`src/rtl/nasti_read_narrower.sv`:
```
`default_nettype none
// ============================================================================
//  Module   : nasti_read_narrower
//  Purpose  : Read-channel half of a NASTI (AXI4) data-width down-converter.
//             A wide master read burst is turned into one or more narrow slave
//             bursts, and the narrow beats are reassembled into master-width
//             beats. One master transaction is in flight at a time.
//  Ports    : clk, rstn          - clock, asynchronous active-low reset
//             master_ar_*        - wide read request (ready only when idle)
//             master_r_*         - wide read response (one buffered beat)
//             slave_ar_*         - narrow read request(s)
//             slave_r_*          - narrow read response (last/id unused)
//  Revision : 1.0 - initial release
// ============================================================================
module nasti_read_narrower #(
  parameter int ID_WIDTH          = 1,
  parameter int ADDR_WIDTH        = 8,
  parameter int MASTER_DATA_WIDTH = 64,
  parameter int SLAVE_DATA_WIDTH  = 64,
  parameter int USER_WIDTH        = 1
) (
  input  logic                         clk,
  input  logic                         rstn,
  input  logic [ID_WIDTH-1:0]          master_ar_id,
  input  logic [ADDR_WIDTH-1:0]        master_ar_addr,
  input  logic [7:0]                   master_ar_len,
  input  logic [2:0]                   master_ar_size,
  input  logic [1:0]                   master_ar_burst,
  input  logic                         master_ar_lock,
  input  logic [3:0]                   master_ar_cache,
  input  logic [2:0]                   master_ar_prot,
  input  logic [3:0]                   master_ar_qos,
  input  logic [3:0]                   master_ar_region,
  input  logic [USER_WIDTH-1:0]        master_ar_user,
  input  logic                         master_ar_valid,
  output logic                         master_ar_ready,
  output logic [ID_WIDTH-1:0]          master_r_id,
  output logic [MASTER_DATA_WIDTH-1:0] master_r_data,
  output logic [1:0]                   master_r_resp,
  output logic                         master_r_last,
  output logic [USER_WIDTH-1:0]        master_r_user,
  output logic                         master_r_valid,
  input  logic                         master_r_ready,
  output logic [ID_WIDTH-1:0]          slave_ar_id,
  output logic [ADDR_WIDTH-1:0]        slave_ar_addr,
  output logic [7:0]                   slave_ar_len,
  output logic [2:0]                   slave_ar_size,
  output logic [1:0]                   slave_ar_burst,
  output logic                         slave_ar_lock,
  output logic [3:0]                   slave_ar_cache,
  output logic [2:0]                   slave_ar_prot,
  output logic [3:0]                   slave_ar_qos,
  output logic [3:0]                   slave_ar_region,
  output logic [USER_WIDTH-1:0]        slave_ar_user,
  output logic                         slave_ar_valid,
  input  logic                         slave_ar_ready,
  input  logic [ID_WIDTH-1:0]          slave_r_id,
  input  logic [SLAVE_DATA_WIDTH-1:0]  slave_r_data,
  input  logic [1:0]                   slave_r_resp,
  input  logic                         slave_r_last,
  input  logic [USER_WIDTH-1:0]        slave_r_user,
  input  logic                         slave_r_valid,
  output logic                         slave_r_ready
);

  localparam int c_sb     = SLAVE_DATA_WIDTH / 8;
  localparam int c_mb     = MASTER_DATA_WIDTH / 8;
  localparam int c_ss     = $clog2(c_sb);
  localparam int c_ms     = $clog2(c_mb);
  localparam int c_ratio  = c_mb / c_sb;
  localparam int c_slot_w = (c_ratio > 1) ? $clog2(c_ratio) : 1;

  typedef enum logic [1:0] {IDLE, SAR, SR, MR} state_t;

  state_t                       r_state, w_state_next;
  logic [ID_WIDTH-1:0]          r_id;
  logic [7:0]                   r_len;
  logic [2:0]                   r_size;
  logic [1:0]                   r_burst;
  logic                         r_lock;
  logic [3:0]                   r_cache, r_qos, r_region;
  logic [2:0]                   r_prot;
  logic [USER_WIDTH-1:0]        r_aruser, r_ruser;
  logic                         r_split;
  logic [ADDR_WIDTH-1:0]        r_addr;
  logic [7:0]                   r_beat, r_sbeat;
  logic [MASTER_DATA_WIDTH-1:0] r_data;
  logic [1:0]                   r_resp;

  logic [ADDR_WIDTH-1:0]        w_size_mask, w_beat_base, w_beat_addr;
  logic [ADDR_WIDTH-1:0]        w_wrap_mask, w_addr_inc, w_addr_next;
  logic [7:0]                   w_split_len;
  logic [c_slot_w-1:0]          w_slot;
  logic [MASTER_DATA_WIDTH-1:0] w_data_merge;
  logic [1:0]                   w_resp_merge;
  logic                         w_split_done, w_last_master;

  // Slave beats carry no trustworthy framing here; beat counting rules.
  logic w_unused;
  assign w_unused = &{1'b0, slave_r_last, slave_r_id, w_beat_addr};

  assign w_size_mask   = (ADDR_WIDTH'(1) << r_size) - ADDR_WIDTH'(1);
  assign w_beat_base   = r_addr & ~w_size_mask;
  assign w_split_len   = 8'((9'd1 << (r_size - 3'(c_ss))) - 9'd1);
  assign w_split_done  = (r_sbeat == w_split_len);
  assign w_last_master = (r_beat == r_len);

  // Byte address of the narrow beat currently being accepted.
  assign w_beat_addr = r_split ? (w_beat_base + (ADDR_WIDTH'(r_sbeat) << c_ss)) : r_addr;

  generate
    if (c_ratio > 1) begin : g_slot_multi
      assign w_slot = w_beat_addr[c_ms-1:c_ss];
    end else begin : g_slot_single
      assign w_slot = '0;
    end
  endgenerate

  always_comb begin
    w_data_merge = r_data;
    for (int k = 0; k < c_ratio; k++) begin
      if (w_slot == c_slot_w'(k)) begin
        w_data_merge[k*SLAVE_DATA_WIDTH +: SLAVE_DATA_WIDTH] = slave_r_data;
      end
    end
  end

  // Worst response of the beats forming one master beat.
  assign w_resp_merge = (slave_r_resp > r_resp) ? slave_r_resp : r_resp;

  // Next master beat address; WRAP stays inside its (len+1)*2^size window.
  assign w_addr_inc  = r_addr + (ADDR_WIDTH'(1) << r_size);
  assign w_wrap_mask = ((ADDR_WIDTH'(r_len) + ADDR_WIDTH'(1)) << r_size) - ADDR_WIDTH'(1);

  always_comb begin
    w_addr_next = w_addr_inc;
    case (r_burst)
      2'b00:   w_addr_next = r_addr;
      2'b10:   w_addr_next = (r_addr & ~w_wrap_mask) | (w_addr_inc & w_wrap_mask);
      default: w_addr_next = w_addr_inc;
    endcase
  end

  always_ff @(posedge clk or negedge rstn) begin
    if (!rstn) r_state <= IDLE;
    else       r_state <= w_state_next;
  end

  always_comb begin
    w_state_next = r_state;
    case (r_state)
      IDLE: if (master_ar_valid) w_state_next = SAR;
      SAR:  if (slave_ar_ready) w_state_next = SR;
      SR:   if (slave_r_valid && (!r_split || w_split_done)) w_state_next = MR;
      MR: begin
        if (master_r_ready) begin
          if (w_last_master) w_state_next = IDLE;
          else if (r_split)  w_state_next = SAR;
          else               w_state_next = SR;
        end
      end
      default: w_state_next = IDLE;
    endcase
  end

  always_ff @(posedge clk or negedge rstn) begin
    if (!rstn) begin
      r_id     <= '0;
      r_len    <= '0;
      r_size   <= '0;
      r_burst  <= '0;
      r_lock   <= 1'b0;
      r_cache  <= '0;
      r_prot   <= '0;
      r_qos    <= '0;
      r_region <= '0;
      r_aruser <= '0;
      r_ruser  <= '0;
      r_split  <= 1'b0;
      r_addr   <= '0;
      r_beat   <= '0;
      r_sbeat  <= '0;
      r_data   <= '0;
      r_resp   <= '0;
    end else begin
      case (r_state)
        IDLE: begin
          if (master_ar_valid) begin
            r_id     <= master_ar_id;
            r_len    <= master_ar_len;
            r_size   <= master_ar_size;
            r_burst  <= master_ar_burst;
            r_lock   <= master_ar_lock;
            r_cache  <= master_ar_cache;
            r_prot   <= master_ar_prot;
            r_qos    <= master_ar_qos;
            r_region <= master_ar_region;
            r_aruser <= master_ar_user;
            r_split  <= (master_ar_size > 3'(c_ss));
            r_addr   <= master_ar_addr;
            r_beat   <= '0;
            r_sbeat  <= '0;
          end
        end
        SR: begin
          if (slave_r_valid) begin
            r_data  <= w_data_merge;
            r_resp  <= w_resp_merge;
            r_ruser <= slave_r_user;
            if (r_split) r_sbeat <= w_split_done ? 8'd0 : r_sbeat + 8'd1;
          end
        end
        MR: begin
          if (master_r_ready) begin
            r_data <= '0;
            r_resp <= '0;
            r_addr <= w_addr_next;
            r_beat <= r_beat + 8'd1;
          end
        end
        default: ;
      endcase
    end
  end

  assign master_ar_ready = (r_state == IDLE);
  assign slave_ar_valid  = (r_state == SAR);
  assign slave_r_ready   = (r_state == SR);
  assign master_r_valid  = (r_state == MR);

  assign slave_ar_id     = r_id;
  assign slave_ar_addr   = r_split ? w_beat_base : r_addr;
  assign slave_ar_len    = r_split ? w_split_len : r_len;
  assign slave_ar_size   = r_split ? 3'(c_ss) : r_size;
  assign slave_ar_burst  = r_split ? 2'b01 : r_burst;
  assign slave_ar_lock   = r_lock;
  assign slave_ar_cache  = r_cache;
  assign slave_ar_prot   = r_prot;
  assign slave_ar_qos    = r_qos;
  assign slave_ar_region = r_region;
  assign slave_ar_user   = r_aruser;

  assign master_r_id     = r_id;
  assign master_r_data   = r_data;
  assign master_r_resp   = r_resp;
  assign master_r_last   = w_last_master;
  assign master_r_user   = r_ruser;

endmodule
`default_nettype wire

```
`config.mk`:
```
export PLATFORM = sky130hd
export DESIGN_NAME = nasti_read_narrower
export DESIGN_NICKNAME = d
export VERILOG_FILES = /design/src/rtl/nasti_read_narrower.sv
export SDC_FILE = /design/constraint.sdc
export NUM_CORES = 1
export LEC_CHECK = 0
export CORE_ASPECT_RATIO = 1.2
export CORE_MARGIN = 1.5
export CORE_UTILIZATION = 42
export CTS_CLUSTER_DIAMETER = 100
export DETAILED_ROUTE_END_ITERATION = 8
export PLACE_DENSITY = 0.77
export SYNTH_ARGS = -nofsm -noshare
export SYNTH_HDL_FRONTEND = slang
export SYNTH_SLANG_ARGS = --single-unit
```
`constraint.sdc`:
```
create_clock -name clk -period 3.4 [get_ports clk]
set_input_delay 0.68 -clock clk [delete_from_list [all_inputs] [get_ports clk]]
set_output_delay 0.68 -clock clk [all_outputs]
set_load 0.02 [all_outputs]
```
==> metrics.cfg, run 1 <==
[outcome]
status=finished, final reports clean

[sta]
grt_setup_unrepaired=no
fmax_mhz=307
min_period_over_period_pct=95.7
worst_pin_slew_ns=0.892
hold_violations=0
worst_slack_ns=0.146
max_slew_margin_pct=40.6
setup_viol=0
skew_ns=0.00644
period_minus_slack_ns=3.25
setup_tns_ns=0
finalMaxSlewViolations=0

[synthesis]
synthArstFlopShare_pct=100
syn-cell-area_um2=6760
synth_area_per_cell_um2=9.80
synth-edff-count=0
yosysWarnings=0
yosysSeqAreaShare_pct=46.3
yosysUniqueCellTypes=73
synth_seq_cells=125
syn_inst=689
synth_ff_type=dfrtp_1
syn-num-nets=821

[floorplan]
dieArea_um2=16900
die_w_um=119
io_pins=226
die_h_um=142
start_util_pct=43.2
fp.coreArea_um2=15600
rows=50

[worst_setup_path]
cp_num_buf_inv=2
slowest_stage=dfrtp_1
end_kind=primary output
path_cells=nand2_2 > inv_2 > ha_1 > or3_1 > ha_2 > mux2i_1 > a21oi_1 > a21oi_1 > buf_2
cp-startpoint=r_size[1]
crit_arrival_ns=2.57
path_class=reg -> out
crit_fanout=6
max_stage_delay_ns=0.40
worstReg2RegStart=r_size[1]
cp.required_ns=2.72
start_kind=flip-flop
cpMostUsedCell=a21oi_1
cp_top_family=adder cells

[power_and_ir_drop]
vdd_drop_max_mv=0.530
pwr-share-clk_pct=16.3
power.switching_mw=4.36
power_frac_comb_pct=57.6
powerDensity_nw_per_um2=1050
swShare_pct=43.0
leakagePower_nw=4.31
p_int_mw=5.78
seqPwrFrac_pct=26.1

[placement]
finalWeightedCongestion=0.905
hpwl_mm=13.5
placed_area_um2=9130
numPortBuffers=223
post-place-ws_ns=0.0851
dp.cells=1089

[layout]
multi_input_area_um2=3300
fillers=1281
regArea_um2=3130
antenna_cells=0
drive_above_1_share_pct=9.53
syn_to_final_growth_pct=43.0
finish.utilization_pct=61.8
stdcell_area_um2=9660
final_cell_count_no_fill=1121
finalNetCount=1032

[global_routing]
grt_max_degree=91
grt_pass1_wl_mm=30.4
antenna_found_initial=0
grt_pass1_vias=5912
track_usage_pct=23.0
overflow=0

[route]
via_count=5916
post_drt_wl_per_cell_um=16.9
drtIter0Drc=332
drc=0
drt-total-wl_mm=18.9
firstDrtPassIters=4
via_per_inst=5.28
antenna_left=0

[worst_hold_path]
hold_class=in -> async

[clock_network]
root_buffer=clkbuf_16
cts_sinks=125
postCtsSetupRepairBufs=0
clk_path_buf_depth=2
cts_tree=built
path_clk_slew_ns=0.06
worstSkewPairLatency_ns=0.41
postCtsHoldBufs=0
numCtsBuffers=17
cts_htree_levels=4

[job]
maxCapViolCount=0

## stage by stage
step	hold slack [ns]	total power, mW
3_5_place_dp	0.462	8.52
6_report	0.215	10.1
3_3_place_gp	0.458	8.45
5_1_grt	0.243	10.8
4_1_cts	0.215	10.2
2_1_floorplan	0.384	6.38
## kinds of logic after synthesis
kind of cell             after synthesis  synth area share [%]
AND/OR/NAND/NOR                      243                  17.2
flip-flops                           125                  46.3
XOR/XNOR                              42                  5.56
AO/OA/AOI/OAI                        183                  20.5
multiplexers                          11                  1.74
buffers and inverters                 66                  5.15
adder cells (fa/ha/maj)               19                  3.59
## placed cells by master, fill, tap and decap left out, drive strengths merged, types with 9 or more instances in the layout
master         count
dfrtp            125
clkdlybuf4s50    215
nor2              38
o21ai             25
nand3             13
xnor2             29
nor3              10
a22o              68
buf               22
inv               19
clkbuf            21
nand2            120
nor2b             11
a21oi             30
ha                17
xor2              13
nand2b             9
## worst paths after layout
path	end	slack, ns	cells past startpoint
worst max register to register	r_sbeat[6]	0.26	13
worst min-delay path	slave_ar_region[2]	0.21	1
worst max-delay path	slave_ar_len[6]	0.15	9
worst min register to register	slave_ar_prot[0]	0.47	2
min in group clk	slave_ar_prot[0]	0.47	2
max in group asynchronous	master_r_data[38]	2.33	2
## synthesized netlist by cell type, drive strengths merged, types with 13 or more instances
cell,number,area [um2]
dfrtp,125,3130
o21ai,25,125
nand3,13,65.1
a22o,68,596
ha,17,213
a21oi,30,150
clkbuf,28,105
xor2,13,114
buf,22,183
nand2,120,453
xnor2,29,262
nor2,38,143
inv,16,60.1
## routing by layer
metal,global-route usage (%),wire length (um),share of wire (%),up-vias
li1,-,-,-,2855
met1,28.2,7940,42,2786
met2,38.0,9100,48,245
met3,7.23,1420,7.5,30
met4,8.81,449,2.4,0
met5,0,0,0,-
## cell type report
class,instances,share of cell area (%)
clock inverter,12,0.919
tap,208,2.69
clock buffer,20,4.62
sequential,125,32.4
multi-input combinational,498,34.2
timing repair buffer,242,24.6
inverter,16,0.622
## sequential cells by signal, indices dropped and copies added, names as in the netlist, 2 cells and up, named ones only
| register | flops |
|---|---|
| r_beat | 8 |
| r_state | 2 |
| r_len | 8 |
| r_burst | 2 |
| r_sbeat | 8 |
| slave_ar_cache | 4 |
| slave_ar_region | 4 |
| r_size | 3 |
| master_r_resp | 2 |
| master_r_data | 64 |
| slave_ar_prot | 3 |
| slave_ar_qos | 4 |
## power groups by stage
stage / clock network, mW / registers, mW / logic [mW]
floorplan: 0 / 2.95 / 3.42
global placement: 0 / 2.64 / 5.81
detailed placement: 0 / 2.63 / 5.89
CTS: 1.69 / 2.64 / 5.87
global route: 1.77 / 2.73 / 6.31
finish: 1.65 / 2.64 / 5.84
## timing repair
item                                    in CTS  in global routing
resized for setup                           13                  7
pin swaps                                    0                  0
endpoints found under the setup margin       7                  4
Note: power is estimated with default switching activity, not from simulation.
==> run 2: changes to the inputs <==
- CORE_ASPECT_RATIO: 1.2 -> 1.4
- CORE_UTILIZATION: 42 -> 53
- DONT_BUFFER_PORTS: default -> 1
- PLACE_DENSITY: 0.77 -> 0.71
==> metrics.cfg, run 2 (synthesis results as in run 1) <==
[outcome]
status=complete, but fails checks
violations=negative hold slack

[sta]
skew_ns=0.0105
period_minus_slack_ns=3.26
finalMaxSlewViolations=0
whs_ns=-0.0413
setup_viol=0
max_slew_margin_pct=34.8
grt_setup_unrepaired=no
setup_tns_ns=0
hold_violations=38
fmax_mhz=307
min_period_over_period_pct=95.8
worst_pin_slew_ns=0.977
worst_slack_ns=0.143

[clock_network]
numCtsBuffers=17
clk_path_buf_depth=2
cts_htree_levels=4
cts_sinks=125
worstSkewPairLatency_ns=0.41
path_clk_slew_ns=0.06
cts_tree=built
root_buffer=clkbuf_16

[worst_setup_path]
path_cells=nand2_2 > inv_2 > ha_1 > or3_1 > ha_2 > mux2i_1 > a21oi_2 > a21oi_2 > buf_4
cpMostUsedCell=a21oi_2
cp_top_family=adder cells
cp_num_buf_inv=2
max_stage_delay_ns=0.41
start_kind=flip-flop
cp.required_ns=2.72
path_class=reg -> out
slowest_stage=dfrtp_1
crit_fanout=6
end_kind=primary output
crit_arrival_ns=2.58

[floorplan]
fp.coreArea_um2=12400
io_pins=226
die_h_um=137
die_w_um=98.4
dieArea_um2=13400
rows=48
start_util_pct=54.6

[layout]
drive_above_1_share_pct=12.6
finalNetCount=811
layout_commonest_cell=dfrtp_1
largest_reg_flops=64
fillers=1043
regArea_um2=3130
antenna_cells=0
final_cell_mix=dfrtp_1, nand2_1, a22o_1
stdcell_area_um2=7470
multi_input_area_um2=3300
syn_to_final_growth_pct=10.6

[global_routing]
grt_max_degree=126
track_usage_pct=25.6
antenna_found_initial=0
grt_pass1_wl_mm=26.6
overflow=0
grt_pass1_vias=5291

[power_and_ir_drop]
leakagePower_nw=3.51
powerDensity_nw_per_um2=1240
vdd_drop_max_mv=0.507

[route]
drc=0
post_drt_wl_per_cell_um=20.4
drtIter0Drc=295
drt-total-wl_mm=17.2
firstDrtPassIters=5
antenna_left=0
via_count=5176
via_per_inst=6.15

[placement]
hpwl_mm=12.4
placed_area_um2=6840
numPortBuffers=0
post-place-ws_ns=0.215
finalWeightedCongestion=0.956

[job]
maxCapViolCount=0

[worst_hold_path]
hold_class=in -> async

## run 2: cell count changes in the layout (fill, tap and decap cells not counted), sizes merged
cell,before,now
clkinvlp,4,1
bufinv,0,3
dlygate4sd2,3,0
clkdlybuf4s50,215,0
buf,22,21
clkinv,5,4
dlymetal6s2s,1,0
## run 2: cell type report
cell class                      count  share of cell area (%)
Timing Repair Buffer               21                    2.28
Clock inverter                     11                    2.08
Tap cell                          150                    2.51
Clock buffer                       21                    6.30
Multi-Input combinational cell    498                    44.2
Inverter                           16                   0.804
Sequential cell                   125                    41.9
## run 2: path summary, 6_finish.rpt
path,endpoint,slack [ns],cells after the start,from
max in group asynchronous,r_beat[0],3.17,0,rstn
worst min register to register,flip-flop,0.52,2,flip-flop
worst max register to register,r_sbeat[6],0.34,12,r_size[1]
worst min-delay path,r_burst[1],-0.04,0,rstn
worst max-delay path,slave_ar_len[6],0.14,9,r_size[1]
min in group clk,slave_ar_qos[0],0.38,2,master_ar_qos[0]
## run 2: routing by layer
metal,global-route usage (%),routed length (um),vias to the layer above
li1,-,-,2416
met1,27.5,6320,2496
met2,45.4,9140,224
met3,7.56,1070,40
met4,13.3,651,0
met5,0,0,-
## run 2: report_power, final
part	total, mW	internal (mW)	switching [mW]
registers	3.28	2.08	1.20
logic	4.06	1.73	2.33
clock network	1.90	1.22	0.675
## run 2: metrics by stage
stage / power (mW) / util (%) / cells
5_1_grt: 9.81 / 60.4 / 842
6_report: 9.23 / 60.4 / 842
3_3_place_gp: 7.18 / 55.3 / 810
4_1_cts: 9.25 / 60.3 / 842
3_5_place_dp: 7.31 / 55.3 / 810
2_1_floorplan: 6.38 / - / 689
## run 2: repair_timing
| item | CTS | global route |
|---|---|---|
| gates resized for setup | 1 | 2 |
| endpoints found under the setup margin | 1 | 1 |
| endpoints found under the hold margin | 125 | 125 |
| setup buffers | 0 | 0 |
==> run 3: changes to the inputs <==
- CTS_CLUSTER_SIZE: default -> 30
==> results of run 3 <==
The final DEF is identical to that of run 2; final timing and power are the same.
